===== src/rtl/matmul_rr_scheduler_if.sv =====
// matmul_rr_scheduler_if: requester and engine signals of the scheduler; master is the scheduler side.
interface matmul_rr_scheduler_if #(
   parameter int NUM_REQ = 4,
   parameter int MAT_W   = 72
);
   logic [NUM_REQ-1:0]       req;
   logic [NUM_REQ*MAT_W-1:0] a_bus;
   logic [NUM_REQ*MAT_W-1:0] b_bus;
   logic [NUM_REQ-1:0]       gnt;
   logic [NUM_REQ-1:0]       rsp_valid;
   logic [MAT_W-1:0]         rsp_data;
   logic                     rsp_err;
   logic                     busy;
   logic                     mm_start;
   logic [MAT_W-1:0]         mm_a;
   logic [MAT_W-1:0]         mm_b;
   logic                     mm_rst;
   logic [MAT_W-1:0]         mm_c;
   logic                     mm_done;
   modport master (
      input  req, a_bus, b_bus, mm_c, mm_done,
      output gnt, rsp_valid, rsp_data, rsp_err, busy, mm_start, mm_a, mm_b, mm_rst
   );
   modport slave (
      output req, a_bus, b_bus, mm_c, mm_done,
      input  gnt, rsp_valid, rsp_data, rsp_err, busy, mm_start, mm_a, mm_b, mm_rst
   );
endinterface


===== src/rtl/matmul_rr_scheduler.sv =====
// matmul_rr_scheduler: round-robin sharing of one 3x3 matmul engine with a watchdog on hung jobs.
module matmul_rr_scheduler #(
   parameter int NUM_REQ = 4,
   parameter int MAT_W   = 72,
   parameter int TIMEOUT = 64
) (
   input logic clk,
   input logic reset,
   matmul_rr_scheduler_if.master bus
);
   localparam int PW = (NUM_REQ > 1) ? $clog2(NUM_REQ) : 1;
   localparam int WW = $clog2(TIMEOUT + 1);
   localparam logic [1:0] IDLE  = 2'd0;
   localparam logic [1:0] ISSUE = 2'd1;
   localparam logic [1:0] BUSY  = 2'd2;
   localparam logic [1:0] RESP  = 2'd3;
   logic [1:0]         state;
   logic [PW-1:0]      ptr, owner, win;
   logic               found;
   logic [WW-1:0]      wd;
   logic [NUM_REQ-1:0] owner_oh;
   // first requester at or after the pointer, wrapping
   always_comb begin
      win = ptr;
      found = 1'b0;
      for (int i = 0; i < NUM_REQ; i++) begin
         if (!found && bus.req[(int'(ptr) + i) % NUM_REQ]) begin
            win = PW'((int'(ptr) + i) % NUM_REQ);
            found = 1'b1;
         end
      end
   end
   assign owner_oh      = NUM_REQ'(1) << owner;
   assign bus.gnt       = (state == ISSUE) ? owner_oh : '0;
   assign bus.rsp_valid = (state == RESP) ? owner_oh : '0;
   assign bus.mm_start  = (state == ISSUE);
   assign bus.busy      = (state != IDLE);
   // the engine is also reset for the response cycle of a timed-out job
   assign bus.mm_rst    = reset | ((state == RESP) & bus.rsp_err);
   always_ff @(posedge clk) begin
      if (reset) begin
         state        <= IDLE;
         ptr          <= '0;
         owner        <= '0;
         wd           <= '0;
         bus.mm_a     <= '0;
         bus.mm_b     <= '0;
         bus.rsp_data <= '0;
         bus.rsp_err  <= 1'b0;
      end else begin
         case (state)
            IDLE: if (|bus.req) begin
               bus.mm_a <= bus.a_bus[int'(win)*MAT_W +: MAT_W];
               bus.mm_b <= bus.b_bus[int'(win)*MAT_W +: MAT_W];
               owner    <= win;
               ptr      <= (win == PW'(NUM_REQ - 1)) ? '0 : win + 1'b1;
               state    <= ISSUE;
            end
            ISSUE: begin
               wd    <= '0;
               state <= BUSY;
            end
            BUSY: begin
               wd <= wd + 1'b1;
               if (bus.mm_done) begin
                  bus.rsp_data <= bus.mm_c;
                  bus.rsp_err  <= 1'b0;
                  state        <= RESP;
               end else if (wd == WW'(TIMEOUT - 1)) begin
                  bus.rsp_data <= '0;
                  bus.rsp_err  <= 1'b1;
                  state        <= RESP;
               end
            end
            default: state <= IDLE;
         endcase
      end
   end
endmodule


===== src/flat_wrapper.sv =====
// flat-port wrapper written by rule: the top's interface ports become plain ports
module matmul_rr_scheduler_flat 
#(
   parameter int NUM_REQ = 4,
   parameter int MAT_W   = 72,
   parameter int TIMEOUT = 64
)
  (clk, reset, bus_req, bus_a_bus, bus_b_bus, bus_mm_c, bus_mm_done, bus_gnt, bus_rsp_valid, bus_rsp_data, bus_rsp_err, bus_busy, bus_mm_start, bus_mm_a, bus_mm_b, bus_mm_rst);
  matmul_rr_scheduler_if #(.NUM_REQ(NUM_REQ), .MAT_W(MAT_W)) bus_i ();
  input logic clk;
  input logic reset;
  input wire logic [$bits(bus_i.req)-1:0] bus_req;
  input wire logic [$bits(bus_i.a_bus)-1:0] bus_a_bus;
  input wire logic [$bits(bus_i.b_bus)-1:0] bus_b_bus;
  input wire logic [$bits(bus_i.mm_c)-1:0] bus_mm_c;
  input wire logic [$bits(bus_i.mm_done)-1:0] bus_mm_done;
  output wire logic [$bits(bus_i.gnt)-1:0] bus_gnt;
  output wire logic [$bits(bus_i.rsp_valid)-1:0] bus_rsp_valid;
  output wire logic [$bits(bus_i.rsp_data)-1:0] bus_rsp_data;
  output wire logic [$bits(bus_i.rsp_err)-1:0] bus_rsp_err;
  output wire logic [$bits(bus_i.busy)-1:0] bus_busy;
  output wire logic [$bits(bus_i.mm_start)-1:0] bus_mm_start;
  output wire logic [$bits(bus_i.mm_a)-1:0] bus_mm_a;
  output wire logic [$bits(bus_i.mm_b)-1:0] bus_mm_b;
  output wire logic [$bits(bus_i.mm_rst)-1:0] bus_mm_rst;
  assign bus_i.req = bus_req;
  assign bus_i.a_bus = bus_a_bus;
  assign bus_i.b_bus = bus_b_bus;
  assign bus_i.mm_c = bus_mm_c;
  assign bus_i.mm_done = bus_mm_done;
  assign bus_gnt = bus_i.gnt;
  assign bus_rsp_valid = bus_i.rsp_valid;
  assign bus_rsp_data = bus_i.rsp_data;
  assign bus_rsp_err = bus_i.rsp_err;
  assign bus_busy = bus_i.busy;
  assign bus_mm_start = bus_i.mm_start;
  assign bus_mm_a = bus_i.mm_a;
  assign bus_mm_b = bus_i.mm_b;
  assign bus_mm_rst = bus_i.mm_rst;
  matmul_rr_scheduler #(.NUM_REQ(NUM_REQ), .MAT_W(MAT_W), .TIMEOUT(TIMEOUT)) u_core (.clk(clk), .reset(reset), .bus(bus_i));
endmodule

===== config.mk =====
export PLATFORM = sky130hd
export DESIGN_NAME = matmul_rr_scheduler_flat
export DESIGN_NICKNAME = d
export VERILOG_FILES = /design/src/rtl/matmul_rr_scheduler_if.sv /design/src/rtl/matmul_rr_scheduler.sv /design/src/flat_wrapper.sv
export SDC_FILE = /design/constraint.sdc
export NUM_CORES = 1
export LEC_CHECK = 0
export BUFFER_PORTS_ARGS = -buffer_cell sky130_fd_sc_hd__buf_2
export CORE_AREA = 2 2 340 342
export CTS_BUF_LIST = sky130_fd_sc_hd__clkbuf_2 sky130_fd_sc_hd__clkbuf_4 sky130_fd_sc_hd__clkbuf_8
export DETAILED_ROUTE_END_ITERATION = 10
export DIE_AREA = 0 0 342 344
export HOLD_SLACK_MARGIN = 0.06
export PLACE_DENSITY = 0.3
export RECOVER_POWER = 100
export SLEW_MARGIN = 20
export SYNTH_ARGS = -nofsm -noshare
export SYNTH_HDL_FRONTEND = slang
export SYNTH_SLANG_ARGS = --single-unit

===== constraint.sdc =====
create_clock -name clk -period 2.39 [get_ports clk]
set_clock_uncertainty 0.2 [all_clocks]
set_input_delay 0.239 -clock clk [delete_from_list [all_inputs] [get_ports clk]]
set_output_delay 0.239 -clock clk [all_outputs]
set_load 0.03 [all_outputs]

==> flow_summary.toml, run 1 <==
[grt]
grt_max_degree = 76
gr-usage-all-layers_pct = 12.0
grt_pass1_vias = 17300
grt_pass1_wl_um = 106000
antenna_found_initial = 10
grt.overflow.total = 0

[floorplan]
die_y_um = 344
coreArea_um2 = 114000
die_area_um2 = 118000
initial_utilization_pct = 10.1
die_w_um = 342
io_pins = 883
placementRows = 124

[cells_and_area]
drive_gt1_share_pct = 33.4
area_growth_pct = 125
mostFrequentLayoutCells = "676 x dlygate4sd3_1, 655 x buf_2, 283 x mux2i_1"
nNetsFinal = 3412
mostFrequentLayoutCell = "dlygate4sd3_1"
final_area_um2 = 26000

[status]
run_status = "completed"

[setup_path]
crit_path_frequent_cell = "buf_4"
critPathLaunchType = "register"
r2r-start = "u_core.ptr[0]"
slowest_stage = "dfxtp_1"
cp_top_family = "buffers and inverters"
cp_cell_sequence = "nor2b_1 -> o21ai_0 -> buf_4 -> o221a_4 -> buf_16 -> buf_4 -> mux2i_1 -> o221ai_2"
path_max_fanout = 30
cp.buffers_inverters = 3
critPathMaxStageDelay_ns = 0.35
end_kind = "register"
worstSetupPathType = "register to register"
arrival_ns = 2.63
crit_required_ns = 2.73
cp-startpoint = "u_core.ptr[0]"

[timing]
slew_violations = 0
worst_pin_slew_ns = 0.905
min_period_over_period_pct = 95.9
setup_viol = 0
max_freq_ghz = 0.436
hold_viol = 0
finalCriticalPeriod_ns = 2.29
rsz0062_at_grt = "no"
max_slew_margin_pct = 39.6

[synth]
syn_inst = 1141
ys_seq_elements = 230
synth_nets = 1801
synth_seq_area_share_pct = 39.9
async_flop_share_pct = 0
synth.area.top_cells = "dfxtp_1 40%, mux2i_1 25%, o221ai_2 7.8%, o221ai_1 6.4%, nand2_1 4.9%"
yosys.area.top_type = "dfxtp_1"
yosysTopAreaCellShare_pct = 39.9
yosysWarnings = 0
synth_edf_count = 0
syn_area_um2 = 11500
synth_cell_types = 37
synth_ff_type = "dfxtp_1"
syn_area_per_cell_um2 = 10.1

[cts]
cts_num_sinks = 230
cts_root_buf = "clkbuf_8"
ctsLongestPathBuffers = 3
clock_latency_ns = 0.67
cts_tree = "done"
cts.reportedPaths.clkPinSlew_ns = 0.06
cts_setup_buffers = 0
htreeDepth = 2
numCtsBuffers = 49

[drt]
wire_per_inst_um = 17.7
dr.pass1.iters = 5
num_vias = 15800
ant_nets = 0
drc_errors = 0
via_per_inst = 3.67
drt-total-wl_um = 76000
drt_iter0_markers = 492

[power_and_ir_drop]
powerDensity_nw_per_um2 = 909
p_sw_uw = 11000
switching_share_pct = 46.5
leakagePower_uw = 0.0111
power_frac_comb_pct = 54.2
power.internal_uw = 12600
pwr-share-clk_pct = 19.7
power.total_uw = 23600
power_frac_seq_pct = 26.1
ir_drop_v = 0.000419

[placed_design]
dp_hpwl_um = 55500
gp_congestion = 0.854
place_area_um2 = 18400
port_buffers = 882

[min_path]
hold_path_class = "input pin to register"
hp-start = "bus_mm_c[69]"

[job]
maxCapViolCount = 0
## logic make-up (layout without fill, tap and decap cells)
family / Yosys count / count (layout) / synth area share, %
and+or+nand+nor: 262 / 262 / 9.07
xor gates and xnor gates: 5 / 5 / 0.379
DFF: 230 / 230 / 39.9
other: 0 / 3 / 0
adders and majority gates: 5 / 5 / 0.542
buffers and inverters: 112 / 1758 / 4.78
AOI/OAI and AO/OA: 235 / 235 / 20.0
muxes: 292 / 292 / 25.3
## metrics by stage
step                instances  worst slack [ns]  utilization (%)  TNS (ns)  hold WS [ns]
floorplan                1141             0.407                -         0         0.202
global placement         3535           -0.0340             16.2   -0.0400         0.244
detailed placement       3535           -0.0401             16.2   -0.0764         0.241
CTS                      4297            0.0117             23.0         0        0.0608
global route             4302           0.00294             22.8         0         0.102
finish                   4302            0.0977             22.8         0         0.163
## state kept, by name, summed over array words and instances, names as in the netlist
name,cells
u_core.bus.mm_b,72
u_core.ptr,2
u_core.wd,7
u_core.bus.rsp_data,72
u_core.owner,2
u_core.bus.rsp_err,1
u_core.state,2
u_core.bus.mm_a,72
## power groups by stage
stage | Clock (µW) | Combinational [µW] | Sequential [µW]
2_1_floorplan | 0 | 4770 | 8690
6_report | 4640 | 12800 | 6170
3_5_place_dp | 0 | 12500 | 6190
4_1_cts | 4950 | 13400 | 6160
5_1_grt | 5090 | 13600 | 6340
3_3_place_gp | 0 | 12400 | 6190
## synthesized netlist by cell type (2+ instances only)
cell type  count
o221ai_1      84
and3b_1        2
inv_1          7
nor2_1        88
dfxtp_1      230
and3_1         2
nand2_1      151
nand3_1        2
mux2i_1      292
o21ai_0        2
a21o_1         2
nor3_1         4
clkbuf_1      56
buf_4          8
nand2b_1       3
a21oi_1        6
a22oi_1       73
a211oi_1       2
buf_2         33
ha_1           5
nor2b_1        2
xor2_1         4
nor3b_1        2
o221ai_2      60
nand4_1        2
buf_6          8
## metal layers
layer	wire length, µm	part of all wire [%]	GRT usage (%)
met1	28200	37	12.7
met2	38800	51	21.8
met3	5650	7.4	3.38
met4	3240	4.3	5.39
met5	67	0.088	0
## worst reg2reg max path, delay by kind of cell, from the launching register on
family	cells	cell delay, ns
flops	1	0.35
simple gates	1	0.07
buf+inv	3	0.72
mux	1	0.30
compound gates	3	0.52
## cell type report
class                   instances  area, µm²
well taps                    1512       1890
flip-flops and latches        230       4600
repair buffers               1665      12000
clock buffers                  81        983
fillers                     12400      87900
clock inverters                 5       53.8
multi-input cells             799       6440
diodes                          3       7.51
inverters                       7       26.3
## what timing repair did
action | CTS | global route
hold endpoints to repair | 229 | 0
gates cloned | 0 | 2
pin swaps | 0 | 0
hold buffers | 676 | 0
setup endpoints to repair | 2 | 36
gates resized for setup | 3 | 24
## final timing paths
kind,to,slack [ns],depth (start not counted)
min reg2reg,u_core.bus.mm_b[38],0.26,2
max,u_core.bus.mm_a[17],0.1,8
min,u_core.bus.rsp_data[69],0.16,4
max reg2reg,u_core.bus.mm_a[17],0.1,8
No activity file was read; power rests on OpenSTA's default activity.
==> run 2: changes to the inputs <==
CORE_AREA = 3 3 341 343   (was 2 2 340 342)
DIE_AREA = 0 0 344 346   (was 0 0 342 344)
PLACE_DENSITY = 0.32   (was 0.3)
==> run 2 against run 1 <==
Non-clock buffer count is 25 higher. Highest routed layer unchanged. Final cell count grew 0.70%. Register-to-register slack improved by 0.02 ns. Largest cell class unchanged. Largest power group unchanged. Clock-buffer cell count shrank 4. Clock power grew 3%.
==> flow_summary.toml, run 2 (synthesized netlist as in run 1, its figures left out) <==
[status]
run_status = "completed"

[power_and_ir_drop]
power_frac_comb_pct = 53.4
powerDensity_nw_per_um2 = 900
ir_drop_v = 0.000411
switching_share_pct = 46.1
p_sw_uw = 10900
power_frac_seq_pct = 26.3
leakagePower_uw = 0.0112
pwr-share-clk_pct = 20.3
power.internal_uw = 12700

[floorplan]
die_y_um = 346
initial_utilization_pct = 10.1
placementRows = 124
coreArea_um2 = 114000
die_area_um2 = 119000
die_w_um = 344
io_pins = 883

[min_path]
hold_depth = 4
hp-start = "bus_mm_c[37]"
hold_path_class = "input pin to register"
whs_endpoint = "u_core.bus.rsp_data[37]"

[grt]
gr-usage-all-layers_pct = 12.1
grt.overflow.total = 0
antenna_found_initial = 11
grt_max_degree = 73
grt_pass1_vias = 17200
grt_pass1_wl_um = 110000

[setup_path]
rrSetupSlack_ns = 0.12
worstSetupPathType = "input pin to register"
reg2reg_depth = 7
crit_required_ns = 2.77
r2r-start = "u_core.ptr[0]"
arrival_ns = 2.68
regToRegEndpoint = "u_core.bus.mm_a[25]"
path_max_fanout = 12
critPathLaunchType = "input pin"
end_kind = "register"

[cts]
cts.reportedPaths.clkPinSlew_ns = 0.06
numCtsBuffers = 51
cts_tree = "done"
clock_latency_ns = 0.70
cts_num_sinks = 230
htreeDepth = 2
ctsLongestPathBuffers = 3
cts_root_buf = "clkbuf_8"

[drt]
num_vias = 15600
ant_nets = 0
drt-total-wl_um = 76700
dr.pass1.iters = 5
via_per_inst = 3.60
drt_iter0_markers = 596
wire_per_inst_um = 17.7
drc_errors = 0

[cells_and_area]
area_growth_pct = 127
drive_gt1_share_pct = 31.9
nFillCells = 12400
mostFrequentLayoutCell = "dlygate4sd3_1"
mostFrequentLayoutCells = "710 x dlygate4sd3_1, 656 x buf_2, 290 x mux2i_1"
nNetsFinal = 3439
largestRegisters = "u_core.bus.mm_a (72), u_core.bus.mm_b (72), u_core.bus.rsp_data (72)"
utilization_pct = 23.0

[timing]
worst_pin_slew_ns = 0.810
holdWs_ns = 0.170
min_period_over_period_pct = 96.1
max_slew_margin_pct = 46.2
max_freq_ghz = 0.436
setup_viol = 0
slew_violations = 0
hold_viol = 0
finalCriticalPeriod_ns = 2.30

[placed_design]
dp_hpwl_um = 56700
port_buffers = 882
gp_congestion = 0.798

[job]
maxCapViolCount = 0
run 2: changes by cell type in the layout (fill, tap and decap cells not counted), moves of 7 or more:
cell	change
dlygate4sd3_1	+34
o221ai_1	+16
o221ai_2	-16
buf_4	-10
clkbuf_2	-7
diode_2	+7
mux2i_1	+7
mux2i_2	-7
run 2: repair_timing:
item,in CTS,in global routing
hold buffers,710,0
gates cloned,0,0
setup buffers,0,0
pin swaps,0,0
gates resized for setup,8,16
setup endpoints to repair,11,111
endpoints found under the hold margin,225,0
run 2: how the worst max path moves through the flow:
stage / cells after the start / to / start / slack (ns)
final: 9 / u_core.bus.mm_a[55] / bus_req[0] / 0.09
after global routing: 4 / bus_rsp_valid[0] / u_core.state[0] / -0.003
after CTS: 4 / bus_rsp_valid[0] / u_core.state[0] / 0.002
after detailed placement: 9 / u_core.bus.mm_b[6] / bus_req[0] / 0.002
after global placement: 9 / u_core.bus.mm_b[6] / bus_req[0] / 0.03
after floorplan: 3 / bus_gnt[0] / u_core.state[1] / 0.41
run 2: worst max-delay path, cell delays in order:
cell and delay [ns]:
dlygate4sd3_1 0.61, buf_2 0.21, nor2_1 0.06, a221o_1 0.34, o22a_1 0.25, nand2b_1 0.30, buf_12 0.23, clkbuf_2 0.20
o221ai_1 0.22
run 2: per-layer routing:
layer	wire length (µm)	global-route usage, %
met5	13	0
met1	29200	13.0
met3	4880	2.81
met4	2740	4.62
met2	39900	22.8
run 2: power groups by stage:
stage	registers, µW	clock network (µW)	logic (µW)
2_1_floorplan	8690	0	4770
3_3_place_gp	6260	0	12600
3_5_place_dp	6230	0	12500
4_1_cts	6200	5100	13500
5_1_grt	6390	5220	13400
6_report	6200	4790	12600
run 2: layout make-up:
type | count | area, µm² | share of cell area, %
repair buffers | 1690 | 12300 | 46.8
multi-input cells | 799 | 6320 | 24.1
flip-flops and latches | 230 | 4610 | 17.6
well taps | 1512 | 1890 | 7.22
clock buffers | 77 | 935 | 3.57
clock inverters | 7 | 123 | 0.468
inverters | 7 | 26.3 | 0.100
diodes | 10 | 25.0 | 0.0955
run 2: through the flow:
stage / area (µm²) / cells / total power (µW) / setup TNS [ns] / setup WS, ns
2_1_floorplan: 11500 / 1141 / 13500 / 0 / 0.407
3_3_place_gp: 18400 / 3528 / 18800 / 0 / 0.0322
3_5_place_dp: 18400 / 3528 / 18700 / 0 / 0.00217
4_1_cts: 26600 / 4322 / 24800 / 0 / 0.00201
5_1_grt: 26200 / 4330 / 25000 / -0.00323 / -0.00323
6_report: 26200 / 4332 / 23600 / 0 / 0.0941
==> run 3: changes to the inputs <==
ABC_AREA = 1   (was default)
CORE_AREA = 3 3 339 341   (was 3 3 341 343)
DIE_AREA = 0 0 342 344   (was 0 0 344 346)
PLACE_DENSITY = 0.35   (was 0.32)
==> run 3 against run 2 <==
The run now ends with setup timing left. Synthesized area up 26%. Flip-flop and latch count unchanged. Hold slack better by 0.080 ns. Sequential share of layout area down 4.3 points. Register-to-register slack worse by 0.28 ns. Routed wire length up 44%. Design area up 32%. Sequential power down 12%. Clock-buffer cell count up 2. Largest power group unchanged.
==> flow_summary.toml, run 3 <==
[setup_path]
arrival_ns = 2.92
end_kind = "register"
slowest_stage = "dfxtp_4"
setup.worst_path.end = "u_core.bus.mm_a[67]"
r2r-start = "u_core.ptr[0]"
worstSetupPathType = "register to register"
cp-startpoint = "u_core.ptr[0]"
regToRegEndpoint = "u_core.bus.mm_a[67]"
crit_path_frequent_cell = "nand2_4"
critPathLaunchType = "register"
crit_required_ns = 2.76
reg2reg_depth = 16
rrSetupSlack_ns = -0.16
cp_cell_sequence = "buf_6 -> nand2_2 -> nand2_4 -> nand2_4 -> nand2_4 -> nor2_4 -> nand2_4 -> buf_6 -> nand3_4 -> nand2_8 -> buf_16 -> buf_16 -> buf_8 -> nand3_1 -> nand3_1 -> a21oi_1"
critPathMaxStageDelay_ns = 0.38
path_max_fanout = 8

[drt]
via_per_inst = 4.05
ant_nets = 0
route.layer.met1.wl_um = 44700
num_vias = 23500
wl_met2_um = 55900
wire_per_inst_um = 19.0
dr.pass1.iters = 5
drc_errors = 0
drt-total-wl_um = 111000
met3_length_um = 5820
drt_iter0_markers = 1077
routed.top_layer = "met4"

[power_and_ir_drop]
leakagePower_uw = 0.0164
ir_drop_v = 0.000566
switching_share_pct = 49.8
power.internal_uw = 24000
power_frac_comb_pct = 78.9
powerDensity_nw_per_um2 = 1380
p_sw_uw = 23800
power_frac_seq_pct = 11.4
pwr-share-clk_pct = 9.8

[placed_design]
place_area_um2 = 21700
gp_congestion = 0.843
place_ws_ns = -0.469
port_buffers = 882
dp_hpwl_um = 72000

[synth]
async_flop_share_pct = 0
synth.area.top_cells = "dfxtp_1 32%, nand2_1 24%, nand3_1 20%, inv_1 8.0%, a21oi_1 7.9%"
synth_ff_type = "dfxtp_1"
synth_cell_types = 25
synth_edf_count = 0
synth_nets = 3185
synth_most_common_cell = "nand2_1"
syn_area_per_cell_um2 = 5.75
yosysWarnings = 0
ys_seq_elements = 230
synth_seq_area_share_pct = 31.7
yosys.area.top_type = "dfxtp_1"
syn_area_um2 = 14500
netlist_top_cells_count = "922 x nand2_1, 587 x nand3_1, 311 x inv_1, 230 x dfxtp_1, 229 x a21oi_1"
yosysTopAreaCellShare_pct = 31.7
syn_inst = 2525

[timing]
hold_viol = 0
fin_ws_ns = -0.157
setup_tns_ns = -8.90
max_freq_ghz = 0.393
min_period_over_period_pct = 107
max_slew_margin_pct = 31.9
slew_violations = 0
finalCriticalPeriod_ns = 2.55
rsz0062_at_grt = "yes"
worst_pin_slew_ns = 1.02
setup_viol = 142

[cells_and_area]
drive_gt1_share_pct = 35.1
nFillCells = 12100
nNetsFinal = 4922
final_area_um2 = 34700
area_growth_pct = 139
regArea_um2 = 4620
mostFrequentLayoutCells = "767 x nand2_1, 726 x dlygate4sd3_1, 654 x buf_2"
mostFrequentLayoutCell = "nand2_1"
largestRegisters = "u_core.bus.mm_a (72), u_core.bus.mm_b (72), u_core.bus.rsp_data (72)"
multi_input_area_um2 = 10100
utilization_pct = 30.9

[cts]
ctsLongestPathBuffers = 3
cts_num_sinks = 230
clock_latency_ns = 0.68
numCtsBuffers = 50
cts_root_buf = "clkbuf_8"
htreeDepth = 2
cts_tree = "done"
cts.reportedPaths.clkPinSlew_ns = 0.06

[status]
violations = "setup timing"
run_status = "finished with violations"

[min_path]
hold_path_class = "register to register"

[floorplan]
die_area_um2 = 118000
die_w_um = 342
initial_utilization_pct = 12.9
die_y_um = 344
placementRows = 123
io_pins = 883
coreArea_um2 = 112000

[grt]
antenna_found_initial = 3
grt_pass1_wl_um = 155000
grt_max_degree = 98
grt.overflow.total = 0
grt_pass1_vias = 24600
gr-usage-all-layers_pct = 17.5

[job]
maxCapViolCount = 0
==> run 3: cell count changes in the layout (fill, tap and decap cells not counted), sizes merged, moves of 16 or more <==
cell,before,now
nand2,151,925
nand3,2,588
inv,10,318
mux2i,292,0
a21oi,6,229
buf,739,915
o221ai,144,0
nor2,89,8
a22oi,73,0
dlygate4sd3,710,726
==> run 3: repair_timing <==
| item | CTS | global route |
|---|---|---|
| cloned | 39 | 20 |
| hold endpoints to repair | 230 | 0 |
| pin swaps | 147 | 142 |
| buffers inserted | 54 | 5 |
| hold buffers | 727 | 0 |
| resized for setup | 487 | 268 |
| endpoints found under the setup margin | 154 | 221 |
==> run 3: kinds of logic after synthesis <==
kind of cell	after synthesis	synth area share (%)
AO/OA/AOI/OAI	240	8.31
adder cells (fa/ha/maj)	5	0.431
buffers and inverters	515	14.5
AND/OR/NAND/NOR	1535	45.0
flip-flops	230	31.7
==> run 3: worst min-delay path by stage <==
stage / endpoint / slack (ns) / depth (start not counted) / startpoint
2_1_floorplan: u_core.bus.rsp_data[0] / 0.19 / 2 / bus_mm_c[0]
3_3_place_gp: u_core.wd[6] / 0.23 / 1 / u_core.wd[6]
3_5_place_dp: u_core.wd[6] / 0.24 / 1 / u_core.wd[6]
4_1_cts: u_core.bus.mm_b[10] / 0.17 / 3 / reset
5_1_grt: u_core.wd[1] / 0.18 / 3 / reset
6_report: u_core.wd[6] / 0.25 / 1 / u_core.wd[6]
==> run 3: power groups by stage <==
stage                     combinational [µW]  sequential (µW)  clock [µW]
after global routing                   40500             5550        5040
after floorplan                        12100             7030           0
final                                  37700             5450        4660
after detailed placement               23900             5470           0
after global placement                 24000             5460           0
after CTS                              35000             5420        4920
==> run 3: layout make-up <==
class | instances | area share (%)
diodes | 2 | 0.0144
clock buffers | 79 | 2.79
clock inverters | 12 | 0.224
inverters | 316 | 3.49
multi-input cells | 1780 | 29.2
flip-flops and latches | 230 | 13.3
well taps | 1500 | 5.41
repair buffers | 1884 | 45.6
==> run 3: critical path, delay by kind of cell (launching register included) <==
family                 cells  cell delay (ns)
AOI/OAI and AO/OA          1             0.15
and+or+nand+nor           10             0.93
buffers and inverters      5             0.74
DFF                        1             0.38
==> run 3: stage by stage <==
step / std cells / hold slack [ns] / power (µW)
6_report: 5803 / 0.250 / 47800
5_1_grt: 5803 / 0.183 / 51100
4_1_cts: 5786 / 0.166 / 45300
3_5_place_dp: 4882 / 0.238 / 29400
3_3_place_gp: 4882 / 0.231 / 29500
2_1_floorplan: 2525 / 0.186 / 19100
==> run 3: per-layer routing <==
layer | track usage [%] | up-vias
met4 | 5.75 | 0
met3 | 2.83 | 200
li1 | - | 11500
met2 | 32.2 | 866
met5 | 0 | -
met1 | 20.5 | 10900
